[src/rtl/claw_axis_sequencer.sv]
// -----------------------------------------------------------------------------
// claw_axis_sequencer
//
// Purpose:
//   Motion controller for the two claw-game stepper axes. After reset it homes
//   both axes against their home switches. Once both are home it turns the
//   debounced button presses into per-axis driver enable and direction. It also
//   tracks each axis position in steps and keeps every axis between the home
//   switch (position 0) and the far soft limit MAX_POS.
//
// Parameters:
//   POS_W         width of each position counter
//   MAX_POS       far soft limit in steps
//   HOME_TIMEOUT  step_tick count allowed for homing before entering FAULT
//
// Ports:
//   clk        in   system clock
//   rst        in   asynchronous reset, active low
//   step_tick  in   one-clk pulse per motor step
//   btn[3:0]   in   [0] ax0 dir, [1] ax0 move, [2] ax1 dir, [3] ax1 move
//   limit[1:0] in   home switches, active high, [n] = axis n at position 0
//   home_req   in   one-clk pulse, request re-home
//   axN_en     out  axis N driver enable
//   axN_dir    out  axis N direction, 1 = away from home, 0 = toward home
//   axN_pos    out  axis N position in steps
//   state[1:0] out  00 HOME, 01 READY, 11 FAULT
//   fault      out  high while in FAULT
//
// Build option:
//   CLAW_HOLD_MODE_EN  undefined: a move-button press toggles the axis run
//                      latch (toggle-lock).
//                      defined: hold-to-run. The run latch follows the move
//                      button level. An axis that got blocked stays stopped
//                      until its button is released and pressed again.
// -----------------------------------------------------------------------------
module claw_axis_sequencer #(
    parameter int POS_W        = 12,
    parameter int MAX_POS      = 1000,
    parameter int HOME_TIMEOUT = 2047
) (
    input  logic             clk,
    input  logic             rst,
    input  logic             step_tick,
    input  logic [3:0]       btn,
    input  logic [1:0]       limit,
    input  logic             home_req,
    output logic             ax0_en,
    output logic             ax0_dir,
    output logic             ax1_en,
    output logic             ax1_dir,
    output logic [POS_W-1:0] ax0_pos,
    output logic [POS_W-1:0] ax1_pos,
    output logic [1:0]       state,
    output logic             fault
);

    localparam int TICK_W = $clog2(HOME_TIMEOUT + 1);
    localparam logic [POS_W-1:0]  POS_MAX   = POS_W'(MAX_POS);
    // Timeout is detected on the tick that would take the counter to HOME_TIMEOUT.
    localparam logic [TICK_W-1:0] TICK_LAST = TICK_W'(HOME_TIMEOUT - 1);

    typedef enum logic [1:0] {
        ST_HOME  = 2'b00,
        ST_READY = 2'b01,
        ST_FAULT = 2'b11
    } state_t;

    state_t            state_reg;
    logic [1:0]        en_reg;
    logic [1:0]        dir_reg;
    logic [1:0]        run_reg;
    logic [POS_W-1:0]  pos_reg [2];
    logic [TICK_W-1:0] tick_cnt_reg;
    logic              fault_reg;
`ifdef CLAW_HOLD_MODE_EN
    logic [1:0]        lock_reg;
    logic [1:0]        lock_next;
`else
    logic [1:0]        move_prev_reg;
`endif

    logic [1:0]        btn_dir;
    logic [1:0]        btn_move;
    logic [1:0]        dir_next;
    logic [1:0]        run_next;
    logic [1:0]        blocked;
    logic [POS_W-1:0]  pos_inc  [2];
    logic [POS_W-1:0]  pos_dec  [2];
    logic [POS_W-1:0]  pos_step [2];
    logic [POS_W-1:0]  pos_next [2];

    // Per-axis next-state logic used while READY.
    generate
        for (genvar gi = 0; gi < 2; gi++) begin : g_axis
            assign btn_dir[gi]  = btn[2*gi];
            assign btn_move[gi] = btn[2*gi+1];

            // Direction may only change on a step boundary or while the axis is idle.
            assign dir_next[gi] = (step_tick || !en_reg[gi]) ? btn_dir[gi] : dir_reg[gi];

            // Steps use the registered enable/direction that the driver actually saw.
            assign pos_inc[gi]  = (pos_reg[gi] >= POS_MAX) ? POS_MAX : pos_reg[gi] + 1'b1;
            assign pos_dec[gi]  = (pos_reg[gi] == '0) ? '0 : pos_reg[gi] - 1'b1;
            assign pos_step[gi] = (step_tick && en_reg[gi])
                                  ? (dir_reg[gi] ? pos_inc[gi] : pos_dec[gi])
                                  : pos_reg[gi];

            // The home switch re-zeroes the axis only when travelling toward it;
            // moving away the switch is still closed for a few steps.
            assign pos_next[gi] = (limit[gi] && !dir_next[gi]) ? '0 : pos_step[gi];

            assign blocked[gi] = dir_next[gi] ? (pos_next[gi] >= POS_MAX)
                                              : (limit[gi] || (pos_next[gi] == '0));

`ifdef CLAW_HOLD_MODE_EN
            assign run_next[gi]  = btn_move[gi] && !lock_reg[gi] && !blocked[gi];
            assign lock_next[gi] = btn_move[gi] && (lock_reg[gi] || blocked[gi]);
`else
            // Blocking overrides a press that arrives in the same clk.
            assign run_next[gi] = !blocked[gi] &&
                                  (run_reg[gi] ^ (btn_move[gi] && !move_prev_reg[gi]));
`endif
        end
    endgenerate

    always_ff @(posedge clk or negedge rst) begin
        if (!rst) begin
            state_reg    <= ST_HOME;
            en_reg       <= 2'b00;
            dir_reg      <= 2'b00;
            run_reg      <= 2'b00;
            pos_reg[0]   <= '0;
            pos_reg[1]   <= '0;
            tick_cnt_reg <= '0;
            fault_reg    <= 1'b0;
`ifdef CLAW_HOLD_MODE_EN
            lock_reg     <= 2'b00;
`else
            move_prev_reg <= 2'b00;
`endif
        end else begin
            // The edge reference tracks the buttons in every state, so a button
            // held through homing does not count as a fresh press.
`ifdef CLAW_HOLD_MODE_EN
            lock_reg <= (state_reg == ST_READY && !home_req) ? lock_next : 2'b00;
`else
            move_prev_reg <= btn_move;
`endif
            case (state_reg)
                ST_HOME: begin
                    run_reg <= 2'b00;
                    for (int i = 0; i < 2; i++) begin
                        en_reg[i] <= !limit[i];
                        if (limit[i]) begin
                            pos_reg[i] <= '0;
                        end else begin
                            dir_reg[i] <= 1'b0;
                        end
                    end
                    if (&limit) begin
                        state_reg    <= ST_READY;
                        tick_cnt_reg <= '0;
                    end else if (home_req) begin
                        tick_cnt_reg <= '0;
                    end else if (step_tick) begin
                        tick_cnt_reg <= tick_cnt_reg + 1'b1;
                        if (tick_cnt_reg >= TICK_LAST) begin
                            state_reg <= ST_FAULT;
                            fault_reg <= 1'b1;
                            en_reg    <= 2'b00;
                        end
                    end
                end

                ST_READY: begin
                    if (home_req) begin
                        // One idle clk with drivers off before homing drive starts.
                        state_reg    <= ST_HOME;
                        run_reg      <= 2'b00;
                        en_reg       <= 2'b00;
                        tick_cnt_reg <= '0;
                    end else begin
                        dir_reg <= dir_next;
                        run_reg <= run_next;
                        en_reg  <= run_next;
                        for (int i = 0; i < 2; i++) begin
                            pos_reg[i] <= pos_next[i];
                        end
                    end
                end

                ST_FAULT: begin
                    en_reg  <= 2'b00;
                    run_reg <= 2'b00;
                    if (home_req) begin
                        state_reg    <= ST_HOME;
                        fault_reg    <= 1'b0;
                        tick_cnt_reg <= '0;
                    end
                end

                default: begin
                    state_reg <= ST_HOME;
                    en_reg    <= 2'b00;
                    run_reg   <= 2'b00;
                end
            endcase
        end
    end

    assign ax0_en  = en_reg[0];
    assign ax1_en  = en_reg[1];
    assign ax0_dir = dir_reg[0];
    assign ax1_dir = dir_reg[1];
    assign ax0_pos = pos_reg[0];
    assign ax1_pos = pos_reg[1];
    assign state   = state_reg;
    assign fault   = fault_reg;

endmodule

[config.mk]
export PLATFORM = sky130hd
export DESIGN_NAME = claw_axis_sequencer
export DESIGN_NICKNAME = d
export VERILOG_FILES = /design/src/rtl/claw_axis_sequencer.sv
export SDC_FILE = /design/constraint.sdc
export NUM_CORES = 1
export LEC_CHECK = 0
export CAP_MARGIN = 15
export CORE_UTILIZATION = 35
export DETAILED_ROUTE_END_ITERATION = 6
export GPL_TIMING_DRIVEN = 0
export PLACE_DENSITY_LB_ADDON = 0.2
export SLEW_MARGIN = 20
export SYNTH_ARGS = -nofsm -noshare
export SYNTH_HDL_FRONTEND = slang
export SYNTH_SLANG_ARGS = --single-unit
[constraint.sdc]
create_clock -name clk -period 3.5 [get_ports clk]
set_input_delay 0.7 -clock clk [delete_from_list [all_inputs] [get_ports clk]]
set_output_delay 0.7 -clock clk [all_outputs]
set_load 0.01 [all_outputs]
Word level (Yosys, flattened, before mapping):

Index checks and enable logic that the tools add are counted.

* memory bits (writable): 0
* flip-flop bits (word level): 46
* bits in latches: 0
* memories kept: 0
* bits in read-only memories: 0

* $lt $le $gt $ge: 5
* multiplexer cells: 46
* reductions and logical operators: 39
* bitwise operators: 2
* eq/ne operators: 17
* shift-type cells: 0
* multiply operators: 0
* div/mod/pow operators: 0
* add/sub/neg operators: 5

Operators with widths (count)
* 12-bit 2-to-1 mux: 12
* 12-bit by 10-bit greater-or-equal comparator with 1-bit output (second input constant): 4
* 12-bit logical NOT: 4
* 24-bit case mux with 2 select lines: 1
* 11-bit 2-to-1 mux: 4
* 12-bit by 1-bit adder with 12-bit output (second input constant): 2
* 2-bit 2-to-1 mux: 12
* 24-bit 2-to-1 mux: 1
* 12-bit by 1-bit subtractor with 12-bit output (second input constant): 2
* 11-bit case mux with 2 select lines: 1
* 2-bit != test (second input constant): 10
* 3-bit AND reduction: 5
* 2-bit case mux with 2 select lines: 3
* 11-bit by 1-bit adder with 11-bit output (second input constant): 1
* 11-bit greater-or-equal comparator (second input constant): 1
* 1-bit 2-to-1 mux: 11
* 1-bit logical NOT: 10
* 3-bit != test (second input constant): 3
* 1-bit logical AND: 8
* 6-bit AND reduction: 1
* 2-bit nonzero test: 3
* 1-bit logical OR: 4
* 4-bit != test (second input constant): 1
* 4-bit AND reduction: 1
* other kinds (8): 9

Longest topological paths before layout:

Gate-level depths: netlist of run 1.

* depth after elaboration: 13
* mapped depth: 10
* mapped depth without buffers: 10

Least setup slack after synthesis of run 1:

No wires, ideal clock.

* kind: register to register
* from: reg pos_reg, in the netlist ax1_pos[0]
* to: reg en_reg[1]
* path slack: 0.679 ns
* arrival: 2.692 ns
* stages on the path, launching flop included: 11
* buffers on the path: 0
* path through: dfrtp_1 > inv_1 > ha_1 > or4b_1 > o41ai_2 > a22oi_1 > o2111ai_1 > nand4_1 > or4_4 > nor4_4 > o31ai_1

* word-level cells in the longest chain between the ends: 12
* elaborated cells on any way between the ends: 17

Ends and longest elaborated chain
* start: declaration: line 72 `logic [POS_W-1:0] pos_reg [2];`
* start signal: indexed assignment: line 187 `pos_reg[i] <= pos_next[i];`
* 12-bit by 1-bit subtractor with 12-bit output (tied with other cells): line 103 `assign pos_dec[gi] = (pos_reg[gi] == '0) ? '0 : pos_reg[gi] - 1'b1;`
* 12-bit 2-to-1 mux, on equally long branches: line 103, 102
* 12-bit 2-to-1 mux: line 105 `? (dir_reg[gi] ? pos_inc[gi] : pos_dec[gi])`
* 12-bit 2-to-1 mux *: line 105
* 12-bit 2-to-1 mux *: line 110 `assign pos_next[gi] = (limit[gi] && !dir_next[gi]) ? '0 : pos_step[gi];`
* parallel branches: the longest is 2 deep, another holds 12-bit by 10-bit greater-or-equal comparator with 1-bit output
* 1-bit 2-to-1 mux *: line 112 `assign blocked[gi] = dir_next[gi] ? (pos_next[gi] >= POS_MAX)`
* 1-bit logical NOT *: line 120 `assign run_next[gi] = !blocked[gi] &&`
* 1-bit logical AND *: line 120
* 2-bit 2-to-1 mux *: line 176 `if (home_req) begin`
* 2-bit case mux with 2 select lines *: line 149 `case (state_reg)`
* end signal: indexed assignment: line 153 `en_reg[i] <= !limit[i];`
* end signal: assignment: line 185 `en_reg <= run_next;`
* end: declaration: line 69 `logic [1:0] en_reg;`

Mark *: on every way between the ends.
A chain may end at the register's enable or synchronous reset.

Final worst setup path of run 1:

* from: in step_tick
* to: reg en_reg[1]

* word-level cells in the longest chain between the ends: 12
* elaborated cells on any way between the ends: 18

Ends and longest elaborated chain
* start: declaration: line 43 `input logic step_tick,`
* parallel branches: the longest is 11 deep, another holds 12-bit by 10-bit greater-or-equal comparator with 1-bit output
* 2-bit case mux with 2 select lines *: line 149

Marked as above.

==> results of run 1 <==
routing by layer:
layer	share of wire (%)	global-route usage, %	vias up	routed length, um
met4	1.7	6.94	0	197
met3	5.9	2.45	17	672
li1	-	-	1914	-
met1	47	30.2	1934	5320
met2	46	33.1	153	5240
met5	0	0	-	0
kinds of logic (layout without fill, tap and decap cells):
logic type / Yosys count / in the layout / share of synthesized area [%]
mux: 4 / 4 / 1.05
simple gates: 201 / 201 / 28.6
compound gates: 164 / 164 / 29.6
buf+inv: 49 / 98 / 5.39
xor+xnor: 11 / 11 / 2.53
flops: 46 / 46 / 30.2
fa+ha+maj: 8 / 8 / 2.63
cells in the final DEF, fill, tap and decap left out, types with 4 or more instances in the layout:
cell type	synthesis	routed
a22o_1	9	9
nand2b_1	10	10
nor4_1	7	7
o41ai_1	4	4
a22oi_1	4	4
clkdlybuf4s50_1	0	39
o21a_1	4	4
or4_1	5	5
inv_1	12	12
o21ai_0	52	52
a21oi_1	24	24
nand3_1	13	13
nor2_1	40	40
nor3b_1	5	5
nor2b_1	6	6
ha_1	8	8
mux2i_1	4	4
nor3_1	13	13
a211oi_1	10	10
nand4_1	11	11
nand2_1	48	48
clkbuf_1	30	29
clkbuf_8	0	5
dfrtp_1	46	46
a21o_1	7	7
o31ai_1	7	7
or3_1	14	14
and2_1	4	4
and3_1	8	8
xnor2_1	10	10
critical path, delay by kind of cell:
family | cells | cell delay (ns)
simple gates | 4 | 1.23
buf+inv | 2 | 0.80
compound gates | 4 | 0.67
area by class of cell:
| cell class | count | area (um^2) | area share [%] |
|---|---|---|---|
| flip-flops and latches | 46 | 1150 | 25.6 |
| clock buffers | 5 | 68.8 | 1.53 |
| well taps | 136 | 170 | 3.79 |
| plain buffers | 36 | 158 | 3.51 |
| clock inverters | 3 | 23.8 | 0.530 |
| multi-input cells | 388 | 2450 | 54.7 |
| repair buffers | 41 | 415 | 9.25 |
| inverters | 13 | 48.8 | 1.09 |
how the worst max path moves through the flow:
| stage | cells after the start | startpoint | slack [ns] | endpoint |
|---|---|---|---|---|
| floorplan | 10 | ax1_pos[0] | 0.68 | en_reg[1] |
| global placement | 10 | step_tick | -0.17 | en_reg[1] |
| detailed placement | 10 | step_tick | -0.15 | en_reg[1] |
| CTS | 10 | step_tick | 0.14 | en_reg[1] |
| global route | 10 | ax1_pos[0] | 0.14 | en_reg[1] |
| finish | 10 | step_tick | 0.28 | en_reg[1] |
power groups by stage:
stage / sequential (mW) / clock, mW / combinational [mW]
after global placement: 0.592 / 0 / 0.498
after global routing: 0.586 / 0.383 / 0.563
after detailed placement: 0.592 / 0 / 0.502
final: 0.582 / 0.349 / 0.512
after CTS: 0.582 / 0.359 / 0.505
after floorplan: 0.590 / 0 / 0.340
stage by stage:
step | utilization [%] | area (um^2) | hold WS (ns) | setup TNS, ns | instances
3_5_place_dp | 42.2 | 4400 | 0.511 | -0.331 | 660
3_3_place_gp | 42.1 | 4380 | 0.496 | -0.388 | 659
5_1_grt | 43.1 | 4490 | 0.338 | 0 | 668
2_1_floorplan | - | 3810 | 0.404 | 0 | 483
4_1_cts | 43.1 | 4490 | 0.316 | 0 | 668
6_report | 43.1 | 4490 | 0.307 | 0 | 668
==> run summary, run 1 <==
Mapped Area = 3810 um^2
IO Count = 41
Number of global-route vias before repair = 3,799
# diodes = 0
Most common flop cell mapped by yosys = dfrtp_1
CTS tree = built
CP max stage cell = clkdlybuf4s50_1
Top-area cell type share of the netlist area = 30.2%
Post-route ant nets = 0
Syn-to-layout area delta = 17.8%
P_int = 0.897 mW
Initial DRC Count = 298
Sequential share of power = 40.3%
Chip Width = 106 um
Part of the cycle the worst path needs = 92.1%
Final Hold Vio Count = 0
Share of cells above drive strength 1 = 4.89%
Clock latency at the later pin of the worst-skew pair = 0.31 ns
Worst Skew = 0.00868 ns
Reg-to-reg critical path startpoint = ax1_pos[0]
Crit path time final = 3.22 ns
Sw frac = 37.9%
Routed WL = 11,400 um
Highest Clock Rate = 310 MHz
Vias per cell = 6.01
All-layer global routing usage = 21.2%
Worst-Margin Slew = 0.958 ns
VDD IR max = 0.000170 V
Synthesized flop and latch total = 46
Buffer count from post-CTS setup fixing = 0
Relative slew slack = 35.3%
R2r setup slk = 0.34 ns
Cell count after synthesis = 483
Initial antenna violation count = 0
Clk sinks = 46
Final worst slack = 0.278 ns
Via count = 4,018
Crit path largest cell delay = 0.55 ns
IO Port Bufs = 40
Ys Warns = 0
Worst Reg2Reg Path Length in Cells = 10
Number of flops mapped to enable cells by yosys = 0
Cell area power density = 321 nW/um^2
DRT Pass-1 Iters = 6
Synth area leaders = dfrtp_1 30%, o21ai_0 6.8%, nand2_1 4.7%, nor2_1 3.9%, a21oi_1 3.2%
Layout Nets = 549
RSZ-0062 raised after global routing = no
Maximum buffer depth of the clock tree = 2
Pwr Total = 1.44 mW
Critical Path Fanout Max = 10
Hold WC Path Type = input port to asynchronous set/reset pin
Max Cap Violations = 0
CTS clk-pin slew, worst paths = 0.09 ns
Die Height = 106 um
Synth unique cells = 67
Leak = 1.74 nW
Switching power = 0.546 mW
Reg-to-reg critical path endpoint = en_reg[1]
Status = finished, final reports clean
Arr. time, crit path = 3.42 ns
Ys async rst share = 100%
Setup violations, final = 0
Initial Util = 36.6%
Setup WS pre-CTS = -0.151 ns
Synth Net Count = 501
Clock power frac = 24.2%
CP required = 3.70 ns
Critical Path End Type = flip-flop
Crit-path cells = clkdlybuf4s50_1, clkbuf_2, nand2_1, a211oi_1, a22oi_1, o2111ai_1, nand4_1, or4_4, nor4_4, o31ai_1
Syn Area/Cell = 7.89 um^2
Seq/Total Area, Yosys = 30.2%
Cts bufs inserted = 5
Row Count = 37
H-Tree Level Count = 2
First-pass GRT wire length = 19,200 um
Count leader, synth = o21ai_0
Avg WL per Cell = 17.1 um
Fillers = 1,072
Logic pwr share = 35.5%
Post-DP HPWL = 8400 um
Remaining DRCs = 0
Root buffer cell = clkbuf_8
Synth cell count leaders = 52 x o21ai_0, 48 x nand2_1, 46 x dfrtp_1
Crit path kind = input port to flip-flop
Final GP Congestion = 0.904
Top cell type by total area after synthesis = dfrtp_1
Largest net degree at the start of global routing = 32
Cts-stage hold buffer count = 0
Core footprint = 10,400 um^2
DIE AREA = 11,300 um^2
Startpoint Class = input port
Post_cts resized = 0
GRT overflow = 0
Pins over their slew limit = 0
No activity file was read; power rests on OpenSTA's default activity.
==> run 2, diff against run 1 <==
--- a/config.mk
+++ b/config.mk
@@ -14,3 +14,4 @@
 export SYNTH_ARGS = -nofsm -noshare
 export SYNTH_HDL_FRONTEND = slang
 export SYNTH_SLANG_ARGS = --single-unit
+export TNS_END_PERCENT = 100
==> results of run 2 <==
Final layout, timing and power as in run 1 (identical DEF).
==> run 3, diff against run 2 <==
--- a/config.mk
+++ b/config.mk
@@ -10,6 +10,7 @@
 export DETAILED_ROUTE_END_ITERATION = 6
 export GPL_TIMING_DRIVEN = 0
 export PLACE_DENSITY_LB_ADDON = 0.2
+export SKIP_LAST_GASP = 1
 export SLEW_MARGIN = 20
 export SYNTH_ARGS = -nofsm -noshare
 export SYNTH_HDL_FRONTEND = slang
==> results of run 3 <==
Final layout, timing and power as in run 1 (identical DEF).
